==> config.mk <==
export PLATFORM = sky130hd
export DESIGN_NAME = network_sink
export DESIGN_NICKNAME = d
export VERILOG_FILES = /design/src/rtl/network_sink.sv
export SDC_FILE = /design/constraint.sdc
export NUM_CORES = 1
export LEC_CHECK = 0
export BUFFER_PORTS_ARGS = -buffer_cell sky130_fd_sc_hd__buf_4
export CORE_MARGIN = 3
export CORE_UTILIZATION = 25
export CTS_BUF_LIST = sky130_fd_sc_hd__clkbuf_8
export CTS_CLUSTER_SIZE = 30
export DETAILED_ROUTE_END_ITERATION = 8
export PLACE_DENSITY_LB_ADDON = 0.1
export SETUP_SLACK_MARGIN = 0.05
export SKIP_CTS_REPAIR_TIMING = 1
export SLEW_MARGIN = 20
export SYNTH_ARGS = -nofsm -noshare
export SYNTH_HDL_FRONTEND = slang
export SYNTH_SLANG_ARGS = --single-unit
==> constraint.sdc <==
create_clock -name clk -period 2.67 [get_ports clk]
set_input_delay 0.4005 -clock clk [delete_from_list [all_inputs] [get_ports clk]]
set_output_delay 0.4005 -clock clk [all_outputs]
set_load 0.005 [all_outputs]
==> src/rtl/network_sink.sv <==
// network_sink: output-side dispatcher and packet encoder.
// Captures the network output spike vector once per completed timestep and
// serializes it as SPK packets (lowest index first) closed by a CYC packet.
// Optional feature macro: SINK_RLE_EN (run-length coalescing of empty timesteps).
// Packet layout: snk[SNK_WIDTH-1] = opcode (0 = SPK, 1 = CYC), payload in low bits.
module network_sink #(
  parameter int NET_NUM_OUT = 4,
  parameter int CYC_WIDTH   = 8,
  parameter int IDX_W       = (NET_NUM_OUT > 1) ? $clog2(NET_NUM_OUT) : 1,
  parameter int SNK_WIDTH   = 1 + ((IDX_W > CYC_WIDTH) ? IDX_W : CYC_WIDTH)
) (
  input  logic                   clk,
  input  logic                   arstn,
  input  logic                   net_valid,
  output logic                   net_ready,
  input  logic [NET_NUM_OUT-1:0] net_out,
  input  logic                   flush,
  output logic                   snk_valid,
  input  logic                   snk_ready,
  output logic [SNK_WIDTH-1:0]   snk
);

  typedef enum logic [1:0] {
    IDLE    = 2'd0,
    PRE_CYC = 2'd1,
    SPK     = 2'd2,
    CYC     = 2'd3
  } state_t;

  localparam logic [CYC_WIDTH-1:0] CYC_ONE = CYC_WIDTH'(1);
`ifdef SINK_RLE_EN
  localparam logic [CYC_WIDTH-1:0] CYC_MAX = '1;
`endif

  state_t                 state;
  logic [NET_NUM_OUT-1:0] pv;
  logic [NET_NUM_OUT-1:0] pv_clr;
`ifdef SINK_RLE_EN
  logic [CYC_WIDTH-1:0]   ec;
  logic [CYC_WIDTH-1:0]   ec_inc;
`else
  logic                   unused_flush;
`endif

  // Index of the lowest set bit; spikes go out in ascending index order.
  function automatic logic [IDX_W-1:0] lowest_idx(input logic [NET_NUM_OUT-1:0] v);
    logic [IDX_W-1:0] idx;
    idx = '0;
    for (int i = NET_NUM_OUT - 1; i >= 0; i--) begin
      if (v[i]) idx = IDX_W'(i);
    end
    return idx;
  endfunction

  function automatic logic [SNK_WIDTH-1:0] spk_pkt(input logic [IDX_W-1:0] idx);
    logic [SNK_WIDTH-1:0] p;
    p = '0;
    p[IDX_W-1:0] = idx;
    return p;
  endfunction

  function automatic logic [SNK_WIDTH-1:0] cyc_pkt(input logic [CYC_WIDTH-1:0] count);
    logic [SNK_WIDTH-1:0] p;
    p = '0;
    p[SNK_WIDTH-1]   = 1'b1;
    p[CYC_WIDTH-1:0] = count;
    return p;
  endfunction

  // Pending vector with its lowest set bit (the spike being sent) removed.
  assign pv_clr    = pv & (pv - 1'b1);
  assign net_ready = (state == IDLE);

`ifdef SINK_RLE_EN
  assign ec_inc = ec + 1'b1;
`else
  assign unused_flush = flush;
`endif

  // Main FSM: packet and valid are registered so they hold under back-pressure.
  always_ff @(posedge clk or negedge arstn) begin
    if (!arstn) begin
      state     <= IDLE;
      pv        <= '0;
      snk       <= '0;
      snk_valid <= 1'b0;
`ifdef SINK_RLE_EN
      ec        <= '0;
`endif
    end else begin
      case (state)
        IDLE: begin
          if (net_valid) begin
            pv <= net_out;
            if (net_out != '0) begin
              snk_valid <= 1'b1;
`ifdef SINK_RLE_EN
              if (ec != '0) begin
                state <= PRE_CYC;
                snk   <= cyc_pkt(ec);
              end else
`endif
              begin
                state <= SPK;
                snk   <= spk_pkt(lowest_idx(net_out));
              end
            end else begin
`ifdef SINK_RLE_EN
              ec <= ec_inc;
              if (ec_inc == CYC_MAX) begin
                state     <= CYC;
                snk       <= cyc_pkt(ec_inc);
                snk_valid <= 1'b1;
              end
`else
              state     <= CYC;
              snk       <= cyc_pkt(CYC_ONE);
              snk_valid <= 1'b1;
`endif
            end
          end
`ifdef SINK_RLE_EN
          else if (flush && ec != '0) begin
            state     <= CYC;
            snk       <= cyc_pkt(ec);
            snk_valid <= 1'b1;
          end
`endif
        end
        PRE_CYC: begin
          if (snk_ready) begin
`ifdef SINK_RLE_EN
            ec <= '0;
`endif
            state <= SPK;
            snk   <= spk_pkt(lowest_idx(pv));
          end
        end
        SPK: begin
          if (snk_ready) begin
            pv <= pv_clr;
            if (pv_clr == '0) begin
              state <= CYC;
              snk   <= cyc_pkt(CYC_ONE);
            end else begin
              snk <= spk_pkt(lowest_idx(pv_clr));
            end
          end
        end
        CYC: begin
          if (snk_ready) begin
`ifdef SINK_RLE_EN
            ec <= '0;
`endif
            state     <= IDLE;
            snk       <= '0;
            snk_valid <= 1'b0;
          end
        end
        default: begin
          state     <= IDLE;
          snk       <= '0;
          snk_valid <= 1'b0;
        end
      endcase
    end
  end

endmodule

==> reports/results.ini <==
[run_status]
status = finished clean

[cells_and_area]
diodes = 0
nets = 97
drive_gt1_frac = 0.264
syn2layout_area_growth_pct = 21.9

[power_and_ir_drop]
power_leakage_uw = 0.000361
power.share.combinational = 0.431
p_seq_frac = 0.363
p_int_uw = 562
power_uw = 912
power_density_mw_per_mm2 = 1130
swShare = 0.383
p_switching_uw = 349
ir_drop_mv = 0.497
power.share.clock = 0.207

[sta]
tightest_slew_ps = 484
tns_ps = 0
slew_headroom = 0.668
fin_skew_ps = 2.08
period_needed_ps = 1680
slew_violations = 0
rsz0062_at_grt = false
hold_viol_final = 0
final.period_utilization = 0.629
finalSetupViolCount = 0
fmax_mhz = 596

[grt]
grt-ovfl-total = 0
grt_max_degree = 14
track_usage = 0.0917
grt_pass1_wl_mm = 2.33
antenna_found_initial = 0
grt_pass1_vias = 496

[routing]
postRouteWirelength_mm = 1.37
drt_iter0_drc = 5
top_layer_used = met4
firstDrtPassIters = 4
ant_nets = 0
wl_met2_microns = 588
wirelength_met1_microns = 697
vias = 551
post_drt_wl_per_cell_microns = 11.7
routed-wl-met3_microns = 72
drcViolationCount = 0
via_per_inst = 4.71

[placed_design]
place_congestion = 0.722
dp_hpwl_mm = 1.09
portBuffers = 12

[logic_synthesis]
ys_seq_area_frac = 0.377
synthCells = 74
synth-seq-cells = 10
yosys_warnings = 0
yosysUniqueCellTypes = 33
syn-cell-area_sq_um = 663
avgSynthCellArea_sq_um = 8.96

[critical_path]
crit_required_ps = 2790
cp-start-kind = flop
rr_worst_depth = 3
critical_path.max_fanout = 13
worst-setup-path-type = reg2reg
startpoint = state[0]
ff2ff_setup_slack_ps = 990
arrival_ps = 1790
crit_path_end_kind = flop
r2r-end = snk[0]
worstReg2RegStart = state[0]
cp-endpoint = snk[0]

[clock_tree]
cts_max_level = 1
cts_root_buf = clkbuf_8
max-clock-path-buffers = 2
clk_latency_ps = 230
path_clk_slew_ps = 50
cts_tree = done
cts_buffers = 3
clock_sink_count = 10

[die]
die_y_microns = 57.5
initial_utilization = 0.265
die-width_microns = 57.5
die_area_sq_mm = 0.00331
core_sq_mm = 0.00250
io_pins = 20
rows = 18

[flow_run]
max_cap_violations = 0

[worst_hold_path]
holdCritPathClass = in2reg

kinds of logic after synthesis:
kind of cell	share of synthesized area
compound gates	0.292
xor+xnor	0.0132
buf+inv	0.117
flops	0.377
mux	0.0321
other cells	0.00565
simple gates	0.162
worst min-delay path by stage:
stage	from	endpoint	cells after the start
after floorplan	arstn	pv[0]	0
after global placement	arstn	pv[0]	1
after detailed placement	arstn	pv[2]	1
after CTS	arstn	pv[3]	1
after global routing	net_out[3]	pv[3]	2
final	net_out[3]	pv[3]	2
layer usage:
layer,GRT usage,vias to the layer above
met2,0.119,12
met4,0.0497,0
met1,0.135,265
met3,0.0249,2
li1,-,272
met5,0,-
stage by stage:
stage / worst slack (ps) / hold slack (ps) / cells / util / cell area (sq um)
2_1_floorplan: 1150 / 105 / 79 / - / 682
3_3_place_gp: 998 / 242 / 112 / 0.297 / 743
3_5_place_dp: 991 / 244 / 112 / 0.297 / 743
4_1_cts: 976 / -12.8 / 116 / 0.319 / 798
5_1_grt: 823 / 399 / 117 / 0.323 / 808
6_report: 991 / 405 / 117 / 0.323 / 808
synth_stat cells:
library cell	n	area share
dfrtp_1	10	0.38
buf_4	6	0.068
o21ai_0	6	0.045
a21oi_1	5	0.038
nand2_1	5	0.028
nand2b_1	4	0.038
nor2_1	4	0.023
inv_1	3	0.017
a21o_1	2	0.023
a22o_1	2	0.026
buf_2	2	0.015
nor2_2	2	0.019
nor3_1	2	0.015
o41ai_1	2	0.026
a211o_1	1	0.013
a211oi_1	1	0.011
a21o_2	1	0.013
a21oi_2	1	0.013
a22o_2	1	0.015
and2_1	1	0.0094
and2b_1	1	0.011
buf_6	1	0.017
conb_1	1	0.0057
mux2_2	1	0.017
mux2i_1	1	0.015
nor2b_1	1	0.0094
o21a_1	1	0.011
o21ai_1	1	0.0075
o21ai_4	1	0.025
o311ai_0	1	0.013
o31ai_1	1	0.011
or2_1	1	0.0094
xnor2_1	1	0.013
layout make-up:
type                       count  area [sq um]
multi-input combinational     57           354
timing repair buffer          13           100
fill                         265          1690
tap                           30          37.5
sequential                    10           250
inverter                       3          11.3
clock buffer                   4          55.1
worst max-delay path, cell delays in order (launching register included):
cell     delay [ps]
dfrtp_1         510
nor2_2          190
mux2i_1         470
mux2_2          390
sequential cells by signal, summed over array words and instances, names as in the netlist:
signal / cells
snk: 3
pv: 4
state: 2
snk_valid: 1
power groups by stage:
stage	logic [uW]	registers [uW]	clock network (uW)
floorplan	345	286	0
global placement	399	337	0
detailed placement	394	334	0
CTS	397	332	196
global route	443	347	204
finish	393	331	188
cell usage in the layout (no fill, tap or decap), drive strengths merged:
cell	instances
nand2	5
o31ai	1
nor2	6
a21o	3
dlygate4sd3	1
o21ai	8
inv	3
nand2b	4
xnor2	1
mux2i	1
and2	1
a211o	1
or2	1
nor2b	1
dfrtp	10
o41ai	2
a211oi	1
a22o	3
o311ai	1
conb	6
mux2	1
and2b	1
buf	12
o21a	1
nor3	2
a21oi	6
clkbuf	4
Note: power is estimated with default switching activity, not from simulation.
